## config.mk

```make
export PLATFORM = sky130hd
export DESIGN_NAME = pp_shift_accumulator
export DESIGN_NICKNAME = d
export VERILOG_FILES = /design/src/rtl/pp_shift_accumulator.sv
export SDC_FILE = /design/constraint.sdc
export NUM_CORES = 1
export LEC_CHECK = 0
export ABC_AREA = 1
export CAP_MARGIN = 10
export CORE_ASPECT_RATIO = 0.5
export CORE_MARGIN = 8
export CORE_UTILIZATION = 49
export CTS_CLUSTER_DIAMETER = 120
export DETAILED_ROUTE_END_ITERATION = 16
export PLACE_DENSITY = 0.81
export SLEW_MARGIN = 15
export SYNTH_ARGS = -nofsm -noshare
export SYNTH_HDL_FRONTEND = slang
export SYNTH_SLANG_ARGS = --single-unit
```

## constraint.sdc

```tcl
create_clock -name clk -period 2.58 [get_ports clk]
set_input_delay 0.387 -clock clk [delete_from_list [all_inputs] [get_ports clk]]
set_output_delay 0.387 -clock clk [all_outputs]
set_load 0.005 [all_outputs]
```

## src/rtl/pp_shift_accumulator.sv

```systemverilog
// pp_shift_accumulator
//   Serial shift-add combiner for multiplier partial products. Each group is
//   NUM_PP beats. Beat k is zero-extended, shifted left by k*SHIFT and added
//   into a running sum. After the last beat the OUT_W-bit result is held on a
//   valid/ready output until the downstream stage takes it.
//
// Ports
//   clk        rising-edge clock
//   rst        synchronous, active-high reset
//   in_valid   partial-product beat valid
//   in_ready   block can accept a beat (ACC state, not in reset)
//   in_data    partial product, unsigned, IN_W bits
//   out_valid  result valid (OUT state)
//   out_ready  downstream accepts result
//   out_data   accumulated result, OUT_W bits, kept after the handshake
//   busy       a group is part-way through or a result is pending
//   ovf        (PP_SHIFT_ACC_OVF_EN only) a bit at or above OUT_W was nonzero
//
// Optional feature macro: PP_SHIFT_ACC_OVF_EN
module pp_shift_accumulator #(
  parameter int IN_W   = 36,
  parameter int SHIFT  = 12,
  parameter int NUM_PP = 2,
  parameter int OUT_W  = 48
) (
  input  logic             clk,
  input  logic             rst,
  input  logic             in_valid,
  output logic             in_ready,
  input  logic [IN_W-1:0]  in_data,
  output logic             out_valid,
  input  logic             out_ready,
  output logic [OUT_W-1:0] out_data,
  output logic             busy
`ifdef PP_SHIFT_ACC_OVF_EN
  ,
  output logic             ovf
`endif
);

  localparam int CNT_W  = (NUM_PP > 1) ? $clog2(NUM_PP) : 1;
  // One spare bit above the widest shifted operand holds the carry.
  localparam int FULL_W = IN_W + SHIFT*(NUM_PP-1) + 1;

  typedef enum logic {ACC, OUT} state_t;

  state_t             state;
  logic [CNT_W-1:0]   idx;
  logic [OUT_W-1:0]   acc;

  logic               accept;
  logic               last;
  logic [FULL_W-1:0]  ext;
  logic [FULL_W-1:0]  sum;
  logic [OUT_W-1:0]   acc_next;

  assign in_ready = (state == ACC) && !rst;
  assign busy     = (idx != '0) || (state == OUT);
  assign accept   = in_valid && in_ready;
  assign last     = (idx == CNT_W'(NUM_PP-1));

  always_comb begin
    ext      = FULL_W'(in_data) << (SHIFT * int'(idx));
    // First beat of a group starts from zero rather than the stale sum.
    sum      = ((idx == '0) ? '0 : FULL_W'(acc)) + ext;
    acc_next = OUT_W'(sum);
  end

`ifdef PP_SHIFT_ACC_OVF_EN
  logic ovf_acc;
  logic ovf_next;

  // Sticky over the group: any truncated bit, from a shifted operand or a carry.
  always_comb begin
    ovf_next = ((idx == '0) ? 1'b0 : ovf_acc) | (|sum[FULL_W-1:OUT_W]);
  end

  always_ff @(posedge clk) begin
    if (rst) begin
      ovf_acc <= 1'b0;
      ovf     <= 1'b0;
    end else if (accept) begin
      ovf_acc <= ovf_next;
      if (last)            ovf <= ovf_next;
      else if (idx == '0)  ovf <= 1'b0;
    end
  end
`endif

  always_ff @(posedge clk) begin
    if (rst) begin
      state     <= ACC;
      idx       <= '0;
      acc       <= '0;
      out_valid <= 1'b0;
      out_data  <= '0;
    end else begin
      case (state)
        ACC: begin
          if (accept) begin
            acc <= acc_next;
            if (last) begin
              idx       <= '0;
              state     <= OUT;
              out_valid <= 1'b1;
              out_data  <= acc_next;
            end else begin
              idx <= idx + CNT_W'(1);
            end
          end
        end
        OUT: begin
          // in_valid ignored here; in_ready is low until back in ACC.
          if (out_ready) begin
            state     <= ACC;
            out_valid <= 1'b0;
          end
        end
        default: state <= ACC;
      endcase
    end
  end

endmodule

```

* Word level (Yosys, flattened, before mapping)
Cells that the tools add are included.
** Storage, ports and cells
- Flip-flop bits (word level) :: 99
- Output and inout bits :: 51
** Cells by class
- Add/subtract/negate cells :: 2
- Multiply operators :: 1
- Eq/ne operators :: 3
- Shift operators :: 1
- Muxes and demuxes :: 10
- Bitwise logic cells :: 1
- Reduce and logical (&&, ||, !) cells :: 7
** Operators with widths (number)
- adder 48 bit :: 1
- two-way mux 48 bit :: 1
- << shifter 36 x 5 -> 48 bit :: 1
- two-way mux 1 bit :: 7
- inequality test 2 bit, second input constant :: 3
- AND reduction 3 bit :: 2
- case mux 1 bit (2 select lines) :: 2
- multiplier 2 x 1 -> 3 bit, first input constant :: 1
- logical AND 1 bit :: 2
- AND reduction 2 bit :: 1
- adder 1 bit, second input constant :: 1
- zero test 1 bit :: 1
- logical OR 1 bit :: 1
- inverter 1 bit :: 1

* Longest topological paths before layout
- Depth in word-level cells :: 5
- Mapped depth :: 19

* Least setup slack after synthesis
No wires, ideal clock.
- Kind :: reg2reg
- Start :: register idx
- End :: register out_data[42]
- Setup time :: 0.114 ns
- Data arrival time :: 2.335 ns
- Path slack :: 0.131 ns
- Stages on the path, launching flop included :: 17
- Path buffers :: 2
- Period minus slack after synthesis :: 2.449 ns
- Cell sequence :: dfxtp_1 -> inv_2 -> clkbuf_1 -> clkbuf_1 -> o21ai_0 -> ha_1 -> nand2_1 -> nor2_1 -> inv_1 -> nor2_1 -> nand2_1 -> nor2_1 -> nand2_1 -> nand3_1 -> nand2_1 -> nand3_1 -> nand2_1
** Between the ends
- Longest elaborated chain between the ends :: 3
** Ends and longest elaborated chain
- from (decl) :: line 48 : logic [CNT_W-1:0] idx;
- from (signal assigned) :: line 108 : idx <= idx + CNT_W'(1);
- multiplier 2 x 1 -> 3 bit :: line 63 : ext = FULL_W'(in_data) << (SHIFT * int'(idx));
- << shifter 36 x 5 -> 48 bit :: line 63
- adder 48 bit :: line 65 : sum = ((idx == '0) ? '0 : FULL_W'(acc)) + ext;
- to (signal assigned) :: line 106 : out_data <= acc_next;
- to (decl) :: line 33 : output logic [OUT_W-1:0] out_data,
Parallel ways exist; a longest one is shown, timed or not.
A chain may end at the register's enable or synchronous reset.

* Worst setup path after layout
- Start :: register idx
- End :: register out_data[23]
Same word-level chain as after synthesis.

==> key figures <==
Timing
  – Final Setup Violations: 0
  – Max-slew headroom: 47.0%
  – Fmax: 0.390 GHz
  – Worst-margin pin slew: 0.793 ns
  – Clk_skew: 0.00896 ns
  – Setup TNS: 0 ns
  – Final critical-path required period: 2.56 ns
  – Fin Hold WS: 0.448 ns
  – Slew Viols, Final: 0
  – Hold Violations, Final: 0
  – Period utilisation layout: 99.3%

Layout
  – Layout Nets: 1639
  – Fin cells: 1768
  – Most common cell after layout, fill and taps aside: nand2_1
  – Layout area overhead: 48.7%
  – Layout cells sized above 1: 23.5%
  – Filler cells: 1287
  – Most frequent cells in the layout: nand2_1 (495), inv_1 (223), buf_4 (160)
  – Finished Core Util: 73.4%
  – Number of diodes: 0

Worst setup path
  – Worst Setup Path Type: register to register
  – Critical Path RT: 2.90 ns
  – FF-to-FF setup slack: 0.02 ns
  – Worst reg2reg path startpoint: idx
  – Worst r2r dst: out_data[23]
  – Max FO, Critical Path: 10
  – Worst setup EP type: register
  – Startpoint types: register
  – Reg2Reg Depth: 16
  – Critical path arrival: 2.88 ns

Place
  – Placer congestion estimate: 0.955
  – I/O Buffers: 90
  – Cell count after placement: 1739
  – DP HPWL: 24.0 mm

Die
  – Die Ht: 104 µm
  – Starting density of the core: 49.4%
  – Core area: 15200 µm²
  – Die area: 19800 µm²
  – I/O pin count: 91
  – Cell row count: 32
  – Die width: 191 µm

Routing
  – DR WL/cell: 18.2 µm
  – Post-DRT Antenna Nets: 0
  – Drt drc: 0
  – 1st-pass router iterations: 6
  – Vias per cell: 5.29
  – Total number of vias: 9348
  – Final wirelength: 32.1 mm
  – Iteration-0 DRC Markers: 907

Global route
  – Largest net degree at the start of global routing: 52
  – First-pass GRT wire length: 46.0 mm
  – Tot GR Track Use: 29.8%
  – Grt total ovfl: 0
  – Initial antenna violation count: 0
  – Vias in the first global route: 8565

Clock network
  – Clock slew at reported path FFs: 0.08 ns
  – Clock Root Buffer: clkbuf_16
  – Maximum clock path buffer count: 2
  – TritonCTS Buffers: 9
  – Clock latency on the worst-skew pair: 0.37 ns
  – CTS tree: yes
  – CTS H-Tree Depth: 3
  – Clk sink count: 99

Logic synthesis
  – Syn Area/Cell: 5.68 µm²
  – Mux contribution to synthesized area: 0%
  – Synth Area in Adders: 6.66%
  – Yosys top cell area share: 27.4%
  – Synth Area in XOR/XNOR: 1.86%
  – Yosys Warn Count: 0
  – Post-synthesis sequential area ratio: 26.4%
  – Top_reg_cell synth: dfxtp_1
  – Synth cell types: 33
  – Synth async-reset ratio: 0%
  – Post-synth EDFFs: 0
  – Simple-Gate Fraction of Synth Area: 44.7%
  – Compound-cell area share of the yosys netlist: 6.81%
  – Number of synthesized register bits: 99
  – Yosys top cell by area: nand2_1
  – Post-Syn Instances: 1324
  – Largest family of logic cells by synthesized area: simple AND/OR/NAND/NOR gates
  – Net Count, Synth: 1404
  – Synthesized cell area: 7510 µm²
  – Top cells by area, synth: nand2_1 (27%), dfxtp_1 (26%), inv_1 (11%)

Min path
  – Worst hold start: out_data[26]
  – Hold Crit Class: register to register
  – Hold path depth: 2
  – Hold EP: out_data[26]

Pwr
  – Switching power total: 1.48 mW
  – Clock power share: 32.1%
  – Max VDD drop: 0.318 mV
  – P_leak: 6.00 nW
  – Internal: 3.02 mW
  – Gate power share: 30.7%
  – Pwr Density: 403 nW/µm²
  – Power Total: 4.50 mW
  – Sw frac: 32.9%
  – Seq pwr share: 37.2%

Job
  – Max Cap Violations: 0

Status
  – Outcome: complete, no violations
-- cell usage after synthesis (6+ instances only) --
cell type / count
a22o_1: 9
nor3_1: 7
or2_2: 6
xor2_1: 12
inv_1: 230
nand2_1: 548
clkbuf_1: 29
o21ai_0: 38
a21oi_1: 30
nand2_2: 7
nor2_1: 85
nand3_1: 129
nand3b_1: 14
nand4_1: 10
dfxtp_1: 99
ha_1: 40
-- flip-flops by register name (all words and copies together), names as in the netlist --
signal     flops
state          1
out_valid      1
acc           48
out_data      48
idx            1
-- layer usage --
layer | wire length [µm] | vias to the layer above | part of all wire [%] | track usage [%]
met2 | 14300 | 420 | 45 | 46.8
met4 | 709 | 0 | 2.2 | 6.99
met1 | 14000 | 4329 | 44 | 40.0
met3 | 3050 | 68 | 9.5 | 7.76
met5 | 0 | - | 0 | 0
li1 | - | 4531 | - | -
-- how the worst max path moves through the flow --
stage | startpoint | to | slack (ns)
6_report | idx | out_data[23] | 0.02
5_1_grt | idx | out_data[23] | -0.06
4_1_cts | idx | out_data[38] | -0.04
3_5_place_dp | in_data[13] | out_data[45] | -0.51
3_3_place_gp | in_data[27] | out_data[45] | -0.50
2_1_floorplan | idx | out_data[42] | 0.13
-- per-stage QoR --
stage | cell area (µm²) | setup WS [ns]
2_1_floorplan | 7510 | 0.131
6_report | 11200 | 0.0176
5_1_grt | 11200 | -0.0621
4_1_cts | 10100 | -0.0404
3_5_place_dp | 9750 | -0.508
3_3_place_gp | 9750 | -0.497
-- power by group through the flow --
stage / Sequential (mW) / Clock, mW / Combinational, mW
3_5_place_dp: 1.70 / 0 / 1.07
4_1_cts: 1.67 / 1.45 / 1.09
5_1_grt: 1.68 / 1.52 / 1.47
6_report: 1.67 / 1.44 / 1.38
3_3_place_gp: 1.70 / 0 / 1.05
2_1_floorplan: 1.69 / 0 / 0.539
-- repair_timing --
| item | 4_1_cts | 5_1_grt |
|---|---|---|
| gates cloned | 0 | 4 |
| setup buffers | 1 | 8 |
| hold buffers | 0 | 0 |
| resized for setup | 25 | 208 |
| setup endpoints to repair | 43 | 65 |
| pin swaps | 4 | 36 |
-- cells by family (layout without fill, tap and decap cells) --
family | Yosys count | after routing
and+or+nand+nor | 812 | 812
buffers and inverters | 268 | 508
DFF | 99 | 99
AOI/OAI and AO/OA | 88 | 88
adders and majority gates | 40 | 40
xor gates and xnor gates | 16 | 16
other | 1 | 1
-- area by class of cell --
class	count	area, µm²	share of cell area (%)
clock inverter	5	60.1	0.538
multi-input combinational	957	5430	48.6
timing repair buffer	259	2310	20.7
tap	204	255	2.28
clock buffer	11	243	2.17
sequential	99	1990	17.8
inverter	233	888	7.95
-- critical path, stage by stage (launching register included) --
cell       delay, ns
dfxtp_4         0.44
clkbuf_16       0.19
nand2_1         0.06
o21ai_1         0.10
buf_4           0.15
ha_2            0.31
nand2_1         0.10
nand2_1         0.07
inv_1           0.05
nand2_1         0.07
inv_1           0.06
nand2_1         0.08
buf_4           0.17
a31oi_1         0.27
xnor2_1         0.21
nand2_1         0.09
nand2_1         0.08
Note: power is estimated with default switching activity, not from simulation.
